File: src/rtl/hdx_link_ctrl_pkg.sv
// ============================================================================
// Module : hdx_link_ctrl_pkg
// Brief  : State encoding and frame line levels for the half-duplex link.
// Rev    : 1.0  initial release
// ============================================================================
`default_nettype none

package hdx_link_ctrl_pkg;

    typedef enum logic [3:0] {
        IDLE     = 4'd0,
        TX_START = 4'd1,
        TX_DATA  = 4'd2,
        TX_STOP  = 4'd3,
        TURN     = 4'd4,
        RX_WAIT  = 4'd5,
        RX_START = 4'd6,
        RX_DATA  = 4'd7,
        RX_STOP  = 4'd8
    } state_t;

    localparam logic c_start_lvl = 1'b0;
    localparam logic c_stop_lvl  = 1'b1;
    localparam logic c_idle_lvl  = 1'b1;

    function automatic int max_int(input int a, input int b);
        return (a > b) ? a : b;
    endfunction

endpackage

`default_nettype wire

File: src/rtl/hdx_bit_timer.sv
// ============================================================================
// Module : hdx_bit_timer
// Brief  : Loadable down-counter; tick marks the last cycle of a loaded span.
// Rev    : 1.0  initial release
// ============================================================================
`default_nettype none

module hdx_bit_timer #(
    parameter int WIDTH = 5
) (
    input  logic             clk,
    input  logic             rst,
    input  logic             load,
    input  logic [WIDTH-1:0] load_val,
    output logic             tick
);

    logic [WIDTH-1:0] r_cnt;

    // Loading N yields a tick on the Nth cycle after the load edge.
    always_ff @(posedge clk or posedge rst) begin
        if (rst) begin
            r_cnt <= '0;
        end else if (load) begin
            r_cnt <= load_val;
        end else if (r_cnt != '0) begin
            r_cnt <= r_cnt - WIDTH'(1);
        end
    end

    assign tick = (r_cnt == WIDTH'(1));

endmodule

`default_nettype wire

File: src/rtl/hdx_link_ctrl.sv
// ============================================================================
// Module : hdx_link_ctrl
// Brief  : Half-duplex single-wire link: send a request, optionally receive.
// Rev    : 1.0  initial release
// ============================================================================
`default_nettype none

module hdx_link_ctrl #(
    parameter int CLKS_PER_BIT   = 16,
    parameter int DATA_W         = 8,
    parameter int TURN_CYCLES    = 4,
    parameter int TIMEOUT_CYCLES = 1024
) (
    input  logic              clk,
    input  logic              rst,
    input  logic              tx_valid,
    output logic              tx_ready,
    input  logic [DATA_W-1:0] tx_data,
    input  logic              expect_rx,
    output logic              rx_valid,
    output logic [DATA_W-1:0] rx_data,
    output logic              rx_err,
    output logic              rx_timeout,
    output logic              busy,
    output logic              pad_en,
    output logic              pad_out,
    input  logic              pad_in
);

    import hdx_link_ctrl_pkg::*;

    localparam int c_tw  = $clog2(max_int(CLKS_PER_BIT, TURN_CYCLES)) + 1;
    localparam int c_bw  = $clog2(DATA_W);
    localparam int c_tow = $clog2(TIMEOUT_CYCLES);

    localparam logic [c_tw-1:0]  c_full    = c_tw'(CLKS_PER_BIT);
    localparam logic [c_tw-1:0]  c_half    = c_tw'(CLKS_PER_BIT / 2);
    localparam logic [c_tw-1:0]  c_turn    = c_tw'(TURN_CYCLES);
    localparam logic [c_bw-1:0]  c_last    = c_bw'(DATA_W - 1);
    localparam logic [c_tow-1:0] c_to_last = c_tow'(TIMEOUT_CYCLES - 1);

    state_t              r_state, w_next;
    logic                r_sync1, r_sync2, w_rx;
    logic                r_tx_ready, r_pad_en, r_pad_out, r_expect;
    logic                r_rx_valid, r_rx_err, r_rx_timeout;
    logic [DATA_W-1:0]   r_tx_sh, w_tx_sh_nxt, r_rx_sh, r_rx_data;
    logic [c_bw-1:0]     r_bit_idx;
    logic [c_tow-1:0]    r_to_cnt;
    logic                w_load, w_tick;
    logic [c_tw-1:0]     w_load_val;
    logic                w_accept, w_bit_clr, w_bit_inc, w_rx_shift;
    logic                w_to_clr, w_to_inc, w_timeout, w_rx_done;
    logic                w_pad_en_nxt, w_pad_out_nxt;

    always_ff @(posedge clk or posedge rst) begin
        if (rst) begin
            r_sync1 <= c_idle_lvl;
            r_sync2 <= c_idle_lvl;
        end else begin
            r_sync1 <= pad_in;
            r_sync2 <= r_sync1;
        end
    end
    assign w_rx = r_sync2;

    hdx_bit_timer #(.WIDTH(c_tw)) u_timer (
        .clk      (clk),
        .rst      (rst),
        .load     (w_load),
        .load_val (w_load_val),
        .tick     (w_tick)
    );

    always_ff @(posedge clk or posedge rst) begin
        if (rst) r_state <= IDLE;
        else     r_state <= w_next;
    end

    always_comb begin
        w_next      = r_state;
        w_load      = 1'b0;
        w_load_val  = c_full;
        w_tx_sh_nxt = r_tx_sh;
        w_accept    = 1'b0;
        w_bit_clr   = 1'b0;
        w_bit_inc   = 1'b0;
        w_rx_shift  = 1'b0;
        w_to_clr    = 1'b0;
        w_to_inc    = 1'b0;
        w_timeout   = 1'b0;
        w_rx_done   = 1'b0;
        case (r_state)
            IDLE: if (tx_valid && r_tx_ready) begin
                w_next      = TX_START;
                w_load      = 1'b1;
                w_accept    = 1'b1;
                w_tx_sh_nxt = tx_data;
            end
            TX_START: if (w_tick) begin
                w_next    = TX_DATA;
                w_load    = 1'b1;
                w_bit_clr = 1'b1;
            end
            TX_DATA: if (w_tick) begin
                w_load = 1'b1;
                if (r_bit_idx == c_last) begin
                    w_next = TX_STOP;
                end else begin
                    w_bit_inc   = 1'b1;
                    w_tx_sh_nxt = r_tx_sh >> 1;
                end
            end
            TX_STOP: if (w_tick) begin
                if (r_expect) begin
                    w_next     = TURN;
                    w_load     = 1'b1;
                    w_load_val = c_turn;
                end else begin
                    w_next = IDLE;
                end
            end
            TURN: if (w_tick) begin
                w_next   = RX_WAIT;
                w_to_clr = 1'b1;
            end
            RX_WAIT: begin
                if (w_rx == c_start_lvl) begin
                    w_next     = RX_START;
                    w_load     = 1'b1;
                    w_load_val = c_half;
                end else if (r_to_cnt == c_to_last) begin
                    w_next    = IDLE;
                    w_timeout = 1'b1;
                end else begin
                    w_to_inc = 1'b1;
                end
            end
            // A start bit that is gone at mid-bit was a glitch; keep waiting
            // without restarting the response deadline.
            RX_START: if (w_tick) begin
                if (w_rx == c_start_lvl) begin
                    w_next    = RX_DATA;
                    w_load    = 1'b1;
                    w_bit_clr = 1'b1;
                end else begin
                    w_next = RX_WAIT;
                end
            end
            RX_DATA: if (w_tick) begin
                w_load     = 1'b1;
                w_rx_shift = 1'b1;
                if (r_bit_idx == c_last) w_next = RX_STOP;
                else                     w_bit_inc = 1'b1;
            end
            RX_STOP: if (w_tick) begin
                w_next    = IDLE;
                w_rx_done = 1'b1;
            end
            default: w_next = IDLE;
        endcase

        // Pad controls are registered from the next state so the wire never glitches.
        w_pad_en_nxt  = (w_next == TX_START) || (w_next == TX_DATA) || (w_next == TX_STOP);
        w_pad_out_nxt = c_idle_lvl;
        if (w_next == TX_START)     w_pad_out_nxt = c_start_lvl;
        else if (w_next == TX_DATA) w_pad_out_nxt = w_tx_sh_nxt[0];
        else if (w_next == TX_STOP) w_pad_out_nxt = c_stop_lvl;
    end

    always_ff @(posedge clk or posedge rst) begin
        if (rst) begin
            r_tx_ready   <= 1'b0;
            r_pad_en     <= 1'b0;
            r_pad_out    <= c_idle_lvl;
            r_tx_sh      <= '0;
            r_expect     <= 1'b0;
            r_bit_idx    <= '0;
            r_rx_sh      <= '0;
            r_to_cnt     <= '0;
            r_rx_data    <= '0;
            r_rx_valid   <= 1'b0;
            r_rx_err     <= 1'b0;
            r_rx_timeout <= 1'b0;
        end else begin
            r_tx_ready   <= (w_next == IDLE);
            r_pad_en     <= w_pad_en_nxt;
            r_pad_out    <= w_pad_out_nxt;
            r_tx_sh      <= w_tx_sh_nxt;
            r_rx_valid   <= w_rx_done;
            r_rx_timeout <= w_timeout;
            if (w_accept) r_expect <= expect_rx;
            if (w_bit_clr)      r_bit_idx <= '0;
            else if (w_bit_inc) r_bit_idx <= r_bit_idx + c_bw'(1);
            if (w_rx_shift) r_rx_sh <= {w_rx, r_rx_sh[DATA_W-1:1]};
            if (w_to_clr)      r_to_cnt <= '0;
            else if (w_to_inc) r_to_cnt <= r_to_cnt + c_tow'(1);
            if (w_rx_done) begin
                r_rx_data <= r_rx_sh;
                r_rx_err  <= (w_rx != c_stop_lvl);
            end
        end
    end

    assign tx_ready   = r_tx_ready;
    assign pad_en     = r_pad_en;
    assign pad_out    = r_pad_out;
    assign rx_valid   = r_rx_valid;
    assign rx_data    = r_rx_data;
    assign rx_err     = r_rx_err;
    assign rx_timeout = r_rx_timeout;
    assign busy       = (r_state != IDLE);

endmodule

`default_nettype wire

File: config.mk
export PLATFORM = sky130hd
export DESIGN_NAME = hdx_link_ctrl
export DESIGN_NICKNAME = d
export VERILOG_FILES = /design/src/rtl/hdx_link_ctrl_pkg.sv /design/src/rtl/hdx_bit_timer.sv /design/src/rtl/hdx_link_ctrl.sv
export SDC_FILE = /design/constraint.sdc
export NUM_CORES = 1
export LEC_CHECK = 0
export ABC_AREA = 1
export CAP_MARGIN = 20
export CORE_ASPECT_RATIO = 0.75
export CORE_MARGIN = 10
export CORE_UTILIZATION = 51
export CTS_BUF_LIST = sky130_fd_sc_hd__clkbuf_4
export CTS_CLUSTER_SIZE = 14
export DETAILED_ROUTE_END_ITERATION = 8
export GPL_ROUTABILITY_DRIVEN = 0
export PLACE_DENSITY = 0.8
export SLEW_MARGIN = 10
export SYNTH_ARGS = -nofsm -noshare
export SYNTH_HDL_FRONTEND = slang
export SYNTH_SLANG_ARGS = --single-unit
File: constraint.sdc
create_clock -name clk -period 2.25 [get_ports clk]
set_input_delay 0.225 -clock clk [delete_from_list [all_inputs] [get_ports clk]]
set_output_delay 0.225 -clock clk [all_outputs]
set_load 0.05 [all_outputs]
# --- Yosys cells after proc, flatten, opt, wreduce, memory -nomap -nowiden ---
# Index checks and enable logic that the tools add are counted.
totals:
  out_inout_bits: 15
  elab_cells: 104
  reg_bits: 55
  latchBits: 0
  ram_bits: 0
  mem_bits_ro: 0
  in_bits: 13
  mem_count: 0
classes:
  n_lt_le_gt_ge: 0
  mul: 0
  n_eq_ne: 17
  n_reduce_logical: 14
  n_div: 0
  n_bitwise: 1
  n_addsub: 3
  muxes: 52
  n_shift: 0
ops:
  columns: ["op", "count"]
  rows:
  - ["two-way mux 4 bit", 12]
  - ["case mux 4 bit (9 select lines)", 1]
  - ["two-way mux 5 bit", 5]
  - ["two-way mux 8 bit", 3]
  - ["two-way mux 1 bit", 21]
  - ["two-way mux 10 bit", 2]
  - ["== test 4 x 2 -> 1 bit (second input constant)", 4]
  - ["== test 4 x 3 -> 1 bit (second input constant)", 4]
  - ["case mux 8 bit (2 select lines)", 1]
  - ["adder 10 x 1 -> 10 bit (second input constant)", 1]
  - ["== test 10 bit (second input constant)", 1]
  - ["case mux 5 bit (2 select lines)", 1]
  - ["two-way mux 3 bit", 3]
  - ["== test 4 x 1 -> 1 bit (second input constant)", 2]
  - ["logical NOT 4 bit", 2]
  - ["nonzero test 2 bit", 4]
  - ["== test 5 x 1 -> 1 bit (second input constant)", 1]
  - ["case mux 1 bit (5 select lines)", 1]
  - ["nonzero test 5 bit", 1]
  - ["subtractor 5 x 1 -> 5 bit (second input constant)", 1]
  - ["== test 4 bit (second input constant)", 1]
  - ["inequality test 2 bit (second input constant)", 2]
  - ["AND reduction 4 bit", 1]
  - ["nonzero test 4 bit", 1]
  - ["other kinds (10)", 11]

# --- Logic depth before layout (Yosys ltp) ---
depth:
  ltp_word: 7
  ltp_mapped: 13
  mapped_depth_nobuf: 13

# --- By module ---
# Synthesis repeated with hierarchy kept, for this count alone.
unflattened:
  hier_cells: 350
  area_unflattened_um2: 2847.7
by_module_without_submodules:
  columns: ["mod", "cells_each", "instances", "area_per_inst_um2", "seq_area_each_um2"]
  rows:
  - ["hdx_link_ctrl", 303, 1, 2511.2, 1255.0]
  - ["hdx_bit_timer", 47, 1, 336.6, 125.1]

# --- Worst setup path before layout ---
# OpenSTA, ideal clock, no wires.
synth_timing:
  kind: "register to register"
  startpoint: "register u_timer.r_cnt[1]"
  endpoint: "register r_rx_err (netlist: rx_err)"
  arrival_time_ns: 1.422
  n_path_buf: 1
  slack_ns: 0.697
  stages_incl_launch_ff: 9
  cell_sequence: "dfrtp_1 -> inv_1 -> ha_1 -> nand2_1 -> nor2_4 -> nand2_1 -> clkbuf_1 -> nand2_1 -> o21ai_0"
synth_via:
  elab_chain_cells: 3
synth_lines:
  columns: ["item", "line", "rtl"]
  rows:
  - ["start, declared", "hdx_bit_timer.sv:18", "logic [WIDTH-1:0] r_cnt;"]
  - ["start signal, assigned", "hdx_bit_timer.sv:25", "r_cnt <= load_val;"]
  - ["start signal, assigned", "hdx_bit_timer.sv:27", "r_cnt <= r_cnt - WIDTH'(1);"]
  - ["== test 5 x 1 -> 1 bit", "hdx_bit_timer.sv:31", "assign tick = (r_cnt == WIDTH'(1));"]
  - ["two-way mux 1 bit", "hdx_link_ctrl.sv:155", "RX_STOP: if (w_tick) begin"]
  - ["two-way mux 1 bit", "hdx_link_ctrl.sv:92", "case (r_state)"]
  - ["end signal, assigned", "hdx_link_ctrl.sv:199", "r_rx_err <= (w_rx != c_stop_lvl);"]
  - ["end, declared", "hdx_link_ctrl.sv:45", "logic r_rx_valid, r_rx_err, r_rx_timeout;"]
# No other way between the ends.
# A chain may end at the register's enable or synchronous reset.

# --- Worst setup path in the final report ---
layout_timing:
  startpoint: "register r_state[2]"
  endpoint: "output port busy"
layout_via:
  elab_chain_cells: 1
layout_lines:
  columns: ["item", "line", "rtl"]
  rows:
  - ["start, declared", "hdx_link_ctrl.sv:42", "state_t r_state, w_next;"]
  - ["start signal, assigned", "hdx_link_ctrl.sv:76", "else r_state <= w_next;"]
  - ["nonzero test 4 bit", "hdx_link_ctrl.sv:211", "assign busy = (r_state != IDLE);"]
  - ["end, declared", "hdx_link_ctrl.sv:24", "output logic busy,"]
# No other way between the ends.

==> results.yml <==
outcome:
  status: "completed"
clock_tree:
  clock_path_buffers: 2
  cts_setup_buffers: 0
  cts_resized: 0
  cts_sinks: 55
  h-tree-depth: 2
  clk_latency_ns: 0.37
  cts_tree: "done"
  numCtsBuffers: 5
  cts_root_buf: "clkbuf_4"
  ctsHoldBuffers: 0
  clkSlewWorstSetupHoldPaths_ns: 0.16
drt:
  viasPerCell: 5.08
  vias: 2264
  firstDrtPassIters: 5
  antenna_left: 0
  drt_iter0_markers: 183
  wl_per_cell_um: 12.3
  wirelength_mm: 5.48
  drc: 0
layout:
  mostFrequentLayoutCells: "nand2_1, dfrtp_1, inv_1"
  final_common_cell: "nand2_1"
  n_antenna_cell: 0
  final_core_util: 0.603
  area_growth_pct: 15.9
  nNetsFinal: 389
  drive_gt1_frac: 0.121
logic_synthesis:
  synth_top_flop_cell: "dfrtp_1"
  yosys_warnings: 0
  yosysTopAreaCell: "dfrtp_1"
  yosysSeqAreaShare: 0.501
  synth_seq_cells: 55
  synth_edf_count: 0
  ys_async_sr_fraction: 1.00
  synth.area.top_cells: "dfrtp_1, nand2_1, inv_1, o21ai_0, nor2_1"
  netlist_area_um2: 2750
  avgSynthCellArea_um2: 8.17
  synthesis.nets: 356
  synth_top_area_share: 0.473
  postSynthCellCount: 337
  yosysUniqueCellTypes: 27
worst_setup_path:
  reg2reg_from: "u_timer.r_cnt[1]$_DFFE_PP0P_"
  crit_path_max_fanout: 6
  r2r_slack_ns: 0.34
  startpoint_type: "flip-flop"
  worst-setup-path-type: "flip-flop to output port"
  r2r_cells: 10
  crit_required_ns: 2.03
  r2r_end: "tx_ready$_DFF_PP0_"
  worst_setup_path_end_kind: "output port"
  crit_arrival_ns: 1.93
place:
  place_ws_ns: 0.406
  hpwlAfterDp_mm: 4.15
  io_buffers: 27
timing:
  tns_ns: 0
  worst_pin_slew_ns: 0.508
  setup_slack_ns: 0.0920
  period_needed_ns: 2.16
  final.setup_skew_ns: 0.00706
  period_share: 0.959
  hold_viol_final: 0
  fmaxAchievable_mhz: 463
  rsz0062_at_grt: "no"
  final_max_slew_viol_count: 0
  slew_headroom: 0.660
  setup-violations-final: 0
floorplanning:
  die_w_um: 105
  start_util: 0.520
  core.rowCount: 23
  die_y_um: 83.6
  dieArea_um2: 8770
  io_pins: 28
  core_region_area_um2: 5300
power_and_ir_drop:
  finalPower_mw: 1.49
  pwr-share-clk: 0.301
  p_comb_frac: 0.031
  ir_drop_v: 0.000374
  internal-power_mw: 1.14
  switching_share: 0.230
  cellLeakagePower_nw: 1.56
  seqPwrFrac: 0.668
  powerDensity_nw_per_um2: 466
  switchingPower_uw: 342
global_route:
  grt_pass1_vias: 2220
  gr-total-overflow: 0
  grt_util_all_layers: 0.131
  antenna_found_initial: 0
  grt_max_degree: 56
  grt_pass1_wl_mm: 9.94
flow_run:
  max-cap-violations: 0
hold_path:
  hp-class: "input port to async pin"
## cell usage after synthesis (4+ instances only)
cell     number
nor2_1       30
nor3_1        5
nand3_1      22
o21ai_0      27
a21oi_1      10
xor2_1        6
ha_1          6
nor2_2        9
dfrtp_1      52
a32oi_1       6
nand2_2       4
nand2_1      91
inv_1        39
inv_2         7
## per-stage QoR
| stage | hold WS [ns] | instance area, um^2 | cells |
|---|---|---|---|
| finish | 0.208 | 3190 | 446 |
| global route | 0.210 | 3190 | 446 |
| CTS | 0.218 | 3190 | 446 |
| detailed placement | 0.349 | 3130 | 438 |
| global placement | 0.347 | 3130 | 438 |
| floorplan | 0.229 | 2750 | 337 |
## metal layers
| layer | share of wire | routed length [um] | global-route usage | vias to the layer above |
|---|---|---|---|---|
| li1 | - | - | - | 1139 |
| met3 | 0.075 | 411 | 0.0401 | 2 |
| met2 | 0.44 | 2420 | 0.201 | 72 |
| met4 | 0.0049 | 27 | 0.0323 | 0 |
| met1 | 0.48 | 2620 | 0.175 | 1051 |
| met5 | 0 | 0 | 0 | - |
## state kept, by name, summed over array words and instances (netlist names)
name           flops
r_to_cnt          10
r_rx_sh            8
r_tx_sh            8
rx_data            8
u_timer.r_cnt      5
r_state            4
r_bit_idx          3
pad_en             1
pad_out            1
r_expect           1
r_sync1            1
r_sync2            1
rx_err             1
rx_timeout         1
rx_valid           1
tx_ready           1
## critical path: stages (launching register included)
cell and delay [ns]:
dfrtp_1 0.47, nor2_2 0.26, nand2_1 0.11, clkdlybuf4s50_1 0.72
## worst max path at each step
stage                                  from                  endpoint  cells after the start
2_1_floorplan                           rst          pad_en$_DFF_PP0_                      1
3_3_place_gp   u_timer.r_cnt[1]$_DFFE_PP0P_        tx_ready$_DFF_PP0_                     10
3_5_place_dp   u_timer.r_cnt[1]$_DFFE_PP0P_  r_bit_idx[2]$_DFFE_PP0P_                     10
4_1_cts                r_state[2]$_DFF_PP0_                      busy                      3
5_1_grt                r_state[2]$_DFF_PP0_                      busy                      3
6_report               r_state[2]$_DFF_PP0_                      busy                      3
## power by group through the flow
stage / clock network, mW / logic [mW] / registers [mW]
after floorplan: 0 / 0.0160 / 1.01
after global placement: 0 / 0.0473 / 1.01
after detailed placement: 0 / 0.0478 / 1.01
after CTS: 0.463 / 0.0479 / 0.993
after global routing: 0.509 / 0.0513 / 0.994
final: 0.447 / 0.0458 / 0.993
## cell families after synthesis
logic type / share of synthesized area
adder cells (fa/ha/maj): 0.0273
XOR/XNOR: 0.0191
flip-flops: 0.501
AND/OR/NAND/NOR: 0.290
AO/OA/AOI/OAI: 0.0945
buffers and inverters: 0.0677
## area by class of cell
cell class	count	area, um^2
inverters	47	179
well taps	75	93.8
multi-input cells	233	1190
clock inverters	3	22.5
repair buffers	28	290
clock buffers	5	37.5
flip-flops and latches	55	1380
fillers	493	2100
Power figures use the tool's default switching activity.
